File: config.mk
export PLATFORM = sky130hd
export DESIGN_NAME = split_sweep_sched
export DESIGN_NICKNAME = d
export VERILOG_FILES = /design/src/rtl/split_sweep_sched.sv
export SDC_FILE = /design/constraint.sdc
export NUM_CORES = 1
export LEC_CHECK = 0
export CELL_PAD_IN_SITES_DETAIL_PLACEMENT = 1
export CELL_PAD_IN_SITES_GLOBAL_PLACEMENT = 1
export CORE_UTILIZATION = 45
export CTS_CLUSTER_DIAMETER = 120
export CTS_CLUSTER_SIZE = 14
export DETAILED_ROUTE_END_ITERATION = 8
export DONT_BUFFER_PORTS = 1
export PLACE_DENSITY = 0.82
export SLEW_MARGIN = 20
export SYNTH_ARGS = -nofsm -noshare
export SYNTH_HDL_FRONTEND = slang
export SYNTH_SLANG_ARGS = --single-unit
File: constraint.sdc
create_clock -name clk -period 3.1 [get_ports clk]
set_input_delay 0.62 -clock clk [delete_from_list [all_inputs] [get_ports clk]]
set_output_delay 0.62 -clock clk [all_outputs]
set_load 0.02 [all_outputs]
File: src/rtl/split_sweep_sched.sv
// split_sweep_sched
//   Sweeps a rectangular (var_1, var_2) candidate range one pair per cycle,
//   tests each pair against the split constraint set (c1 & c2 & c5), and
//   streams satisfying pairs out through a one-entry valid/ready register.
//   Hit and candidate counts are reported for the most recent sweep.
//
// Ports
//   clk, rst          clock, synchronous active-high reset
//   start             one-cycle sweep request, honoured only in IDLE
//   abort             terminate the sweep, drop any pending pair, no done pulse
//   v1_lo/v1_hi       inclusive var_1 range (13 bits), latched on start
//   v2_lo/v2_hi       inclusive var_2 range (14 bits), latched on start
//   early_exit        (only with SPLIT_SWEEP_EARLY_EXIT_EN) stop after first hit
//   busy, done        status: not IDLE / one-cycle completion pulse
//   out_valid/ready   result handshake, out_v1/out_v2 carry the pair
//   hit_count         satisfying pairs this sweep, saturating
//   cand_count        candidates evaluated this sweep, wrapping
//
// Optional feature macro: SPLIT_SWEEP_EARLY_EXIT_EN
module split_sweep_sched (
  input  logic        clk,
  input  logic        rst,
  input  logic        start,
  input  logic        abort,
  input  logic [12:0] v1_lo,
  input  logic [12:0] v1_hi,
  input  logic [13:0] v2_lo,
  input  logic [13:0] v2_hi,
`ifdef SPLIT_SWEEP_EARLY_EXIT_EN
  input  logic        early_exit,
`endif
  output logic        busy,
  output logic        done,
  output logic        out_valid,
  input  logic        out_ready,
  output logic [12:0] out_v1,
  output logic [13:0] out_v2,
  output logic [15:0] hit_count,
  output logic [31:0] cand_count
);

  typedef enum logic [1:0] {S_IDLE, S_EVAL, S_DRAIN, S_DONE} state_e;

  state_e      state_q, state_d;
  logic        ov_q, ov_d;
  logic [12:0] ov1_q, ov1_d;
  logic [13:0] ov2_q, ov2_d;
  logic [15:0] hit_q, hit_d;
  logic [31:0] cand_q, cand_d;
  logic [12:0] v1_lo_q, v1_lo_d, v1_hi_q, v1_hi_d, cur1_q, cur1_d;
  logic [13:0] v2_lo_q, v2_lo_d, v2_hi_q, v2_hi_d, cur2_q, cur2_d;
  logic        ee_q, ee_d;

  logic        hit;
  logic        stall;

  function automatic logic [15:0] sat_inc16(input logic [15:0] x);
    return (x == 16'hFFFF) ? x : x + 16'd1;
  endfunction

  function automatic logic constraint_ok(input logic [12:0] a, input logic [13:0] b);
    logic [15:0] c1_sum;
    logic        c1, c2, c5;
    c1_sum = {2'b00, b} - 16'h39DD + 16'hE8C3;
    c1     = (c1_sum != 16'h0000);
    c2     = (a != 13'd0);
    c5     = ({1'b0, a} != (b >> 1));
    return c1 & c2 & c5;
  endfunction

  assign hit   = constraint_ok(cur1_q, cur2_q);
  // A full register that is not drained this cycle blocks all progress.
  assign stall = ov_q & ~out_ready;

  always_comb begin
    state_d = state_q;
    ov_d    = ov_q & ~out_ready;
    ov1_d   = ov1_q;
    ov2_d   = ov2_q;
    hit_d   = hit_q;
    cand_d  = cand_q;
    v1_lo_d = v1_lo_q;
    v1_hi_d = v1_hi_q;
    v2_lo_d = v2_lo_q;
    v2_hi_d = v2_hi_q;
    cur1_d  = cur1_q;
    cur2_d  = cur2_q;
    ee_d    = ee_q;

    unique case (state_q)
      S_IDLE: begin
        if (start) begin
          v1_lo_d = v1_lo;
          v1_hi_d = v1_hi;
          v2_lo_d = v2_lo;
          v2_hi_d = v2_hi;
          cur1_d  = v1_lo;
          cur2_d  = v2_lo;
          hit_d   = 16'd0;
          cand_d  = 32'd0;
`ifdef SPLIT_SWEEP_EARLY_EXIT_EN
          ee_d    = early_exit;
`else
          ee_d    = 1'b0;
`endif
          if ((v1_lo > v1_hi) || (v2_lo > v2_hi)) state_d = S_DONE;
          else                                    state_d = S_EVAL;
        end
      end
      S_EVAL: begin
        if (!stall) begin
          cand_d = cand_q + 32'd1;
          if (hit) begin
            ov_d  = 1'b1;
            ov1_d = cur1_q;
            ov2_d = cur2_q;
            hit_d = sat_inc16(hit_q);
          end
          // Compare against hi before stepping so a field-max endpoint never wraps.
          if ((cur1_q == v1_hi_q) && (cur2_q == v2_hi_q)) begin
            state_d = S_DRAIN;
          end else if (cur2_q == v2_hi_q) begin
            cur2_d = v2_lo_q;
            cur1_d = cur1_q + 13'd1;
          end else begin
            cur2_d = cur2_q + 14'd1;
          end
          if (ee_q && hit) state_d = S_DRAIN;
        end
      end
      S_DRAIN: begin
        if (!ov_q) state_d = S_DONE;
      end
      S_DONE: begin
        state_d = S_IDLE;
      end
      default: state_d = S_IDLE;
    endcase

    // Abort overrides everything: drop the pending pair, freeze the counts.
    if (abort) begin
      state_d = S_IDLE;
      ov_d    = 1'b0;
      hit_d   = hit_q;
      cand_d  = cand_q;
    end
  end

  always_ff @(posedge clk) begin
    if (rst) begin
      state_q <= S_IDLE;
      ov_q    <= 1'b0;
      ov1_q   <= 13'd0;
      ov2_q   <= 14'd0;
      hit_q   <= 16'd0;
      cand_q  <= 32'd0;
    end else begin
      state_q <= state_d;
      ov_q    <= ov_d;
      ov1_q   <= ov1_d;
      ov2_q   <= ov2_d;
      hit_q   <= hit_d;
      cand_q  <= cand_d;
    end
  end

  // Range, cursor and option latch are only meaningful after a start.
  always_ff @(posedge clk) begin
    v1_lo_q <= v1_lo_d;
    v1_hi_q <= v1_hi_d;
    v2_lo_q <= v2_lo_d;
    v2_hi_q <= v2_hi_d;
    cur1_q  <= cur1_d;
    cur2_q  <= cur2_d;
    ee_q    <= ee_d;
  end

  assign busy       = (state_q != S_IDLE);
  assign done       = (state_q == S_DONE);
  assign out_valid  = ov_q;
  assign out_v1     = ov1_q;
  assign out_v2     = ov2_q;
  assign hit_count  = hit_q;
  assign cand_count = cand_q;

endmodule

==> metrics.txt, run 1 <==
Clock Power Share 38.3%; CP startpoint kind flop; min-delay src rst; setup slack, reg-to-reg 390 ps; NumNets Final 850; R2R cell count 8; largest cells by area after synthesis edfxtp_1, dfxtp_1, ha_1, xnor2_1, xor2_1; initial antenna violation count 0; Storage cell area 3603 sq um; post-CTS setup buffers 0; io pins between 100 and 150; Warnings, synthesis 0; Seq/Total Area, Yosys 46.75%; number of remaining DRC errors 0; vias in the first global route approximately 6.3k; Comb pwr share approximately 16%; Max-Cap Viols 0; Ant. Diodes 0; Worst Max-Slew Pin Slew 997.2 ps; total grt overflow 0; Mapped Cells 765; CORE AREA 16,640 sq um; Vias around 5.8k; final hold slack 280.4 ps; Rel. slew slack approximately 34%; worst-path cell chain inv_1 -> ha_1 -> nor4b_1 -> nand3_1 -> o2111ai_4 -> buf_4 -> mux2i_1 -> nor2_1; Worst Skew 9.210 ps; largest stage delay on the critical path 530 ps; Pint roughly 0.0039 W; Mapped Area 7707 sq um; CTS tree built; Die Height 132.9 um; crit end category flop; top cell type's share of synthesized area 26.49%; Flop pwr share 46.0%; most numerous cell in the Yosys netlist nor2_1; Worst-path clk slew roughly 60 ps; CTS max path bufs 2; Gates resized, CTS repair 0; TNS Setup 0 ps; vias per cell 5.854; Tmin final 2708 ps; Site Rows 47; Worst-Skew Late Latency 420 ps; CTS sink cnt 146; fraction of registers with async set or reset after synthesis 0%; final hold vios 0; R2R Path Start cur1_q[0]; hpwl dp 15,660 um; PD cells around 660 nW/um^2; Post-synth EDFFs 68; number of detailed-route iterations in the first pass 5; CTS Buf Count 17; # port buffers 0; Layout Area Growth over Synthesis 9.984%; synthesized area per cell a little over 10 sq um; Initial Util a little under half; Post-synth top cells nor2_1, dfxtp_1, edfxtp_1, xnor2_1, xor2_1; critical path arrival 3010 ps; root buf cell clkbuf_16; die area 17,650 sq um; HP Class input pin to flop; Required @ worst endpoint 3410 ps; average wire per standard cell 21.93 um; crit path kind flop to flop; WL final 21,630 um; reg2reg end out_v1[4]; first-pass GRT wire length 34,360 um; Synth cell types 59; RSZ-0062 raised after global routing no; VDD IR-drop max 0.4771 mV; area of the multi-input gates 3714 sq um; CP Max Fanout 27; Net Sw Frac between 20% and 30%; commonest register cell after synthesis dfxtp_1; Sw Pwr 0.001666 W; Final Max Slew Viols 0; crit path max-delay cell type edfxtp_1; Yosys top cell by area edfxtp_1; Post-CTS Hold Buffers 0; Hold Path Stages 1; Synth Register Bits 146; largest net degree at the start of global routing 42; Die Wd 132.9 um; depth of the CTS H-tree 4; layout cell share with drive strength beyond 1 8.094%; GRT Total Usage 25.55%; Starting DRT DRC Count approximately 330; Routability Congestion 0.8954; final setup vio count 0; syn_nets 862; WHS Endpoint out_v1[0]; ANT nets after route 0; outcome finished, final reports clean; Leak roughly 3.4 nW; Final period util 87.35%; Fillers ~1.8k; Max Clock Freq about 370 MHz
registers in the layout (all words and copies together) (netlist names), 2 cells and up:
register,count
cand_count,32
hit_count,16
cur2_q,14
out_v2,14
v2_hi_q,14
v2_lo_q,14
cur1_q,13
out_v1,13
v1_hi_q,13
state_q,2
stage by stage:
stage | worst slack, ps | total power [W] | cell area, sq um | std cells | util, %
2_1_floorplan | 236.4 | 0.003204 | 7707 | 765 | -
4_1_cts | 414.8 | 0.005630 | 8477 | 986 | 50.94
6_report | 392.2 | 0.005604 | 8477 | 986 | 50.94
5_1_grt | 295.2 | 0.005822 | 8477 | 986 | 50.94
3_3_place_gp | 628.6 | 0.003375 | 7848 | 954 | 47.15
3_5_place_dp | 540.2 | 0.003450 | 7848 | 954 | 47.15
layer usage:
metal | track usage (%) | share of wire, % | vias to the layer above
met4 | 12.26 | 3.4 | 0
met2 | 44.50 | 51 | 210
met1 | 27.68 | 37 | 2844
met5 | 0 | 0 | -
li1 | - | - | 2661
met3 | 8.736 | 7.9 | 57
how the worst max path moves through the flow:
stage                    endpoint    startpoint  depth (start not counted)  slack (ps)
finish                  out_v1[4]     cur1_q[0]                          8         390
CTS                     out_v1[4]     cur1_q[0]                          8         410
detailed placement   hit_count[7]  hit_count[1]                          7         540
global route            out_v2[1]     cur1_q[0]                          8         300
floorplan               cur1_q[0]     cur2_q[1]                          7         240
global placement    hit_count[15]  hit_count[1]                          7         630
area by class of cell:
type / count / area share [%]
Clock buffer: 24 / 6.435
Clock inverter: 8 / 0.9889
Inverter: 46 / 2.037
Multi-Input combinational cell: 531 / 43.81
Sequential cell: 146 / 42.51
Tap cell: 220 / 3.247
Timing Repair Buffer: 11 / 0.9742
critical path: cells and delay by family, from the launching register on:
kind / cells / cell delay (ps)
compound gates: 1 / 220
flops: 1 / 530
mux: 1 / 280
simple gates: 3 / 830
fa+ha+maj: 1 / 150
buf+inv: 2 / 560
kinds of logic after synthesis:
logic type,share of synthesized area (%)
AO/OA/AOI/OAI,7.857
XOR/XNOR,11.02
adder cells (fa/ha/maj),6.169
buffers and inverters,5.308
flip-flops,46.75
multiplexers,5.649
AND/OR/NAND/NOR,17.24
power groups by stage:
stage,clock network [W],logic [W],registers [W]
global placement,0,0.000785,0.00259
global route,0.00225,0.000979,0.00259
CTS,0.00218,0.000882,0.00257
detailed placement,0,0.000847,0.00260
finish,0.00215,0.000880,0.00258
floorplan,0,0.000797,0.00241
placed cells by master, fill, tap and decap left out, types with 31 or more instances in the layout:
master    instances
nor2_1           90
dfxtp_1          78
edfxtp_1         68
xnor2_1          51
xor2_1           46
inv_1            45
nand2_1          43
mux2i_1          39
ha_1             38
nand3_1          33
a21oi_1          31
(Power assumes the default switching activity.)
==> inputs of run 2 (changes only) <==
CELL_PAD_IN_SITES_DETAIL_PLACEMENT = 0   (was 1)
CELL_PAD_IN_SITES_GLOBAL_PLACEMENT = 2   (was 1)
CORE_ASPECT_RATIO = 0.8   (was unset)
CORE_MARGIN = 5   (was unset)
CORE_UTILIZATION = 40   (was 45)
PLACE_DENSITY = 0.87   (was 0.82)
==> run 2 against run 1 <==
Clock power shrank 8%. Flip-flop and latch count unchanged. First-iteration DRC count is 33% higher. Die area increased by 26%. Utilization shrank 6.4 points. Worst setup slack better by 74 ps. Critical path depth shrank 1. Largest power group unchanged.
==> metrics.txt, run 2 (synthesis gave the netlist of run 1 again) <==
Worst setup startpoint hit_count[1]; final hold slack 290.3 ps; HP Class input pin to flop; io pins between 100 and 150; Worst Max-Slew Pin Slew 1055 ps; CTS tree built; CP startpoint kind flop; largest stage delay on the critical path 550 ps; CORE AREA 18,970 sq um; crit path buf inv count 0; setup slack, reg-to-reg 470 ps; Worst-path clk slew around 70 ps; Vias 5,506; max FFs per register 32; crit end category flop; CP Max Fanout 16; first-pass GRT wire length approximately 30,000 um; Leak 3.344 nW; Layout Area Growth over Synthesis 9.578%; dpl ws 496.0 ps; Post-CTS Hold Buffers 0; outcome finished, final reports clean; depth of the CTS H-tree 4; Tmin final 2634 ps; Gates resized, CTS repair 0; critical path depth 7; final worst setup slack 466.5 ps; VDD IR-drop max 0.3119 mV; die area roughly 22,000 sq um; total grt overflow 0; R2R cell count 7; crit path kind flop to flop; Routability Congestion 0.8556; Worst Skew 9.761 ps; crit path max-delay cell type dfxtp_1; CTS max path bufs 2; Final Max Slew Viols 0; WL final 19,290 um; number of detailed-route iterations in the first pass 5; min-delay src rst; RSZ-0062 raised after global routing no; reg2reg end hit_count[15]; Die Wd 165.2 um; root buf cell clkbuf_16; Worst-Skew Late Latency 420 ps; CTS Buf Count 17; Ant. Diodes 0; Max Clock Freq 379.7 MHz; final setup vio count 0; critical path arrival 2940 ps; Starting DRT DRC Count ~440; layout cell share with drive strength beyond 1 7.984%; PD cells 633.5 nW/um^2; Site Rows 45; Final period util 84.95%; hpwl dp 14,430 um; largest net degree at the start of global routing 42; vias per cell 5.387; GRT Total Usage between 15 and 20%; most common cell after layout, fill and taps aside nor2_1; final hold vios 0; Required @ worst endpoint about 3400 ps; commonest cells after routing, fill and taps aside nor2_1, dfxtp_1, edfxtp_1, xnor2_1, xor2_1; Rel. slew slack 29.63%; Max-Cap Viols 0; CP delay by family, top simple AND/OR/NAND/NOR gates; # port buffers 0; NumNets Final 848; Worst Setup EP hit_count[15]; vias in the first global route between 5k and 6k; average wire per standard cell 18.87 um; R2R Path Start hit_count[1]; initial antenna violation count 0; worst-path cell chain ha_1 -> nand3_1 -> nor4b_2 -> a31oi_2 -> o2111a_1 -> and3_1 -> a211o_1; CTS sink cnt 146; TNS Setup 0 ps; Fillers between 1.5k and 2k; Initial Util 40.62%; number of remaining DRC errors 0; ANT nets after route 0; Die Height 134.2 um; post-CTS setup buffers 0
## run 2: changes by cell type in the layout (fill, tap and decap cells not counted)
cell        previous run  this run
buf_4                 11         9
clkbuf_16             20        17
inv_4                  1         2
inv_6                  2         4
bufinv_16              1         0
clkbuf_8               3         0
clkbuf_1               1         0
clkinvlp_4             1         0
clkinv_4               2         3
clkinv_8               0         1
inv_8                  0         4
## run 2: worst reg2reg max path: stages, from the launching register on
cell,delay [ps]
dfxtp_1,550
ha_1,310
nand3_1,160
nor4b_2,410
a31oi_2,190
o2111a_1,360
and3_1,260
a211o_1,270
## run 2: per-layer routing
layer	track usage (%)	share of wire, %	wire [um]	vias up
met1	22.77	44	8412	2653
met2	27.33	47	9008	165
met4	4.665	1.2	229	0
li1	-	-	-	2671
met3	6.359	8.5	1636	17
met5	0	0	0	-
## run 2: through the flow
stage / std cells / util (%) / total power [W] / instance area (sq um)
after global routing: 1022 / 44.51 / 0.005605 / 8446
final: 1022 / 44.51 / 0.005350 / 8446
after detailed placement: 990 / 41.53 / 0.003423 / 7880
after floorplan: 765 / - / 0.003204 / 7707
after CTS: 1022 / 44.51 / 0.005409 / 8446
after global placement: 990 / 41.53 / 0.003392 / 7880
## run 2: layout make-up
| type | instances | area (sq um) | share of cell area (%) |
|---|---|---|---|
| inverters | 46 | 172.7 | 2.044 |
| clock buffers | 17 | 425.4 | 5.037 |
| repair buffers | 9 | 67.56 | 0.8000 |
| flip-flops and latches | 146 | 3603 | 42.67 |
| well taps | 258 | 322.8 | 3.822 |
| clock inverters | 15 | 140.1 | 1.659 |
| multi-input cells | 531 | 3714 | 43.97 |
## run 2: worst min-delay path by stage
stage                            end  depth (start not counted)
final                      out_v1[1]                          1
after floorplan           state_q[1]                          2
after global placement    state_q[1]                          2
after detailed placement  state_q[1]                          2
after global routing       out_v1[1]                          1
after CTS                  out_v1[1]                          1
## run 2: power by group
group          switching, W  total (W)  internal, W
Combinational      0.000455   0.000808     0.000353
Clock              0.000911    0.00198      0.00106
Sequential         0.000312    0.00257      0.00225
==> inputs of run 3 (changes only) <==
CORE_UTILIZATION = 36   (was 40)
PLACE_DENSITY = 0.83   (was 0.87)
clock period = 2.21 ns   (was 3.1 ns; I/O delays follow)
==> run 3 against run 2 <==
The run now ends with setup timing left. Combinational power increased by 120%. First-iteration DRC count decreased by 19%. Maximum frequency increased by 18%. Sequential power increased by 33%. Critical endpoint is now hit_count[5]. Utilization increased by 1.2 points. Clock skew increased by 1.3 ps. Global-route usage decreased by 0.12 points.
==> metrics.txt, run 3 (synthesis gave the netlist of run 1 again) <==
outcome finished with violations; failing checks setup timing; Die Wd around 170 um; Pwr Total 0.008058 W; number of detailed-route iterations in the first pass 4; Final Max Slew Viols 0; critical path arrival 2560 ps; number of remaining DRC errors 0; CP startpoint kind flop; Rel. slew slack 69.50%; io pins 137; post-layout util 45.68%; vias in the first global route 5,680; # port buffers 0; Worst Skew 11.07 ps; Leak 3.946 nW; WL final approximately 22,000 um; instance area at placement ~8600 sq um; layout cell share with drive strength beyond 1 20.90%; crit path kind flop to flop; Max Clock Freq 446.7 MHz; Starting DRT DRC Count about 360; hpwl dp 16,390 um; Worst-Skew Late Latency 430 ps; Worst-path clk slew roughly 70 ps; Ant. Diodes 0; Die Height roughly 140 um; commonest cells after routing, fill and taps aside buf_4, nor2_1, dfxtp_1, edfxtp_1, xnor2_1; Layout Area Growth over Synthesis 23.72%; first-pass GRT wire length 32,910 um; NumNets Final 950; Tmin final 2239 ps; Vias between 5k and 6k; VDD IR-drop max between 0.3 and 0.4 mV; final hold vios 0; HP Class input pin to flop; Required @ worst endpoint 2530 ps; CTS sink cnt between 100 and 150; CORE AREA 20,880 sq um; final setup vio count 10; Max-Cap Viols 0; most common cell after layout, fill and taps aside buf_4; Site Rows 47; Initial Util 36.92%; max FFs per register 32; Worst Max-Slew Pin Slew 454.1 ps; crit end category flop; depth of the CTS H-tree 4; CTS tree built; Non-Filler Instances 1,135; vias per cell 5.101; CTS Buf Count 17; setup slack, reg-to-reg -30 ps; CTS max path bufs 2; post-route cell area 9535 sq um; initial antenna violation count 0; root buf cell clkbuf_16; average wire per standard cell 19.39 um; Hold Path Stages 0; TNS Setup -192.6 ps; die area between 20,000 and 25,000 sq um; ANT nets after route 0; PD cells 845.0 nW/um^2; total grt overflow 0; placed cells 1,083; final worst setup slack -28.87 ps; RSZ-0062 raised after global routing yes; CP Max Fanout 5; Final period util 101.3%; R2R cell count 7; Routability Congestion roughly 0.86; Post-CTS Hold Buffers 0; GRT Total Usage 17.30%; largest net degree at the start of global routing 42
## run 3: cell count changes in the layout (fill, tap and decap cells not counted), sizes merged
| cell | previous run | this run |
|---|---|---|
| bufbuf | 0 | 1 |
| clkinv | 5 | 2 |
| inv | 56 | 53 |
| clkbuf | 17 | 23 |
| clkinvlp | 0 | 2 |
| bufinv | 0 | 1 |
| buf | 9 | 107 |
## run 3: per-stage QoR
stage	setup slack, ps	hold WS [ps]
2_1_floorplan	-5.653	467.7
3_5_place_dp	-71.07	532.1
4_1_cts	-18.10	77.02
6_report	-28.87	107.0
5_1_grt	-103.4	78.62
3_3_place_gp	-77.74	529.3
## run 3: layer usage
metal / track usage (%) / routed length [um] / up-vias
met5: 0 / 0 / -
met4: 4.040 / 221 / 0
met3: 7.173 / 1967 / 16
met2: 26.03 / 9767 / 150
met1: 23.37 / 10050 / 2764
li1: - / - / 2860
## run 3: final cells by class
class	count	area (sq um)
multi-input cells	531	3822
clock buffers	20	457.9
clock inverters	12	118.9
well taps	269	336.6
inverters	46	172.7
fillers	1944	11340
flip-flops and latches	146	3603
repair buffers	111	1023
## run 3: path summary, 6_finish.rpt
path	start	to
worst max-delay path	cur2_q[12]	hit_count[5]
worst min-delay path	v1_hi[7]	v1_hi_q[7]
worst max register to register	cur2_q[12]	hit_count[5]
worst min register to register	hit_count[1]	hit_count[1]
## run 3: power breakdown
part	internal (W)	leakage (nW)	switching (W)
Sequential	0.00316	1.29	0.000271
Combinational	0.000830	2.38	0.000937
Clock	0.00164	0.284	0.00123
## run 3: critical path, cell delays in order (launching register included)
cell and delay [ps]:
edfxtp_1 420, buf_6 160, xor2_2 170, nor4_2 310, nand2_2 190, o2111a_2 330, bufbuf_16 270, a221o_1 280
## run 3: timing repair
| item | in CTS | in global routing |
|---|---|---|
| gates cloned | 1 | 5 |
| endpoints found under the setup margin | 47 | 85 |
| hold endpoints to repair | 0 | 0 |
| setup buffers | 3 | 11 |
| gates resized for setup | 6 | 19 |
| pin swaps | 7 | 10 |
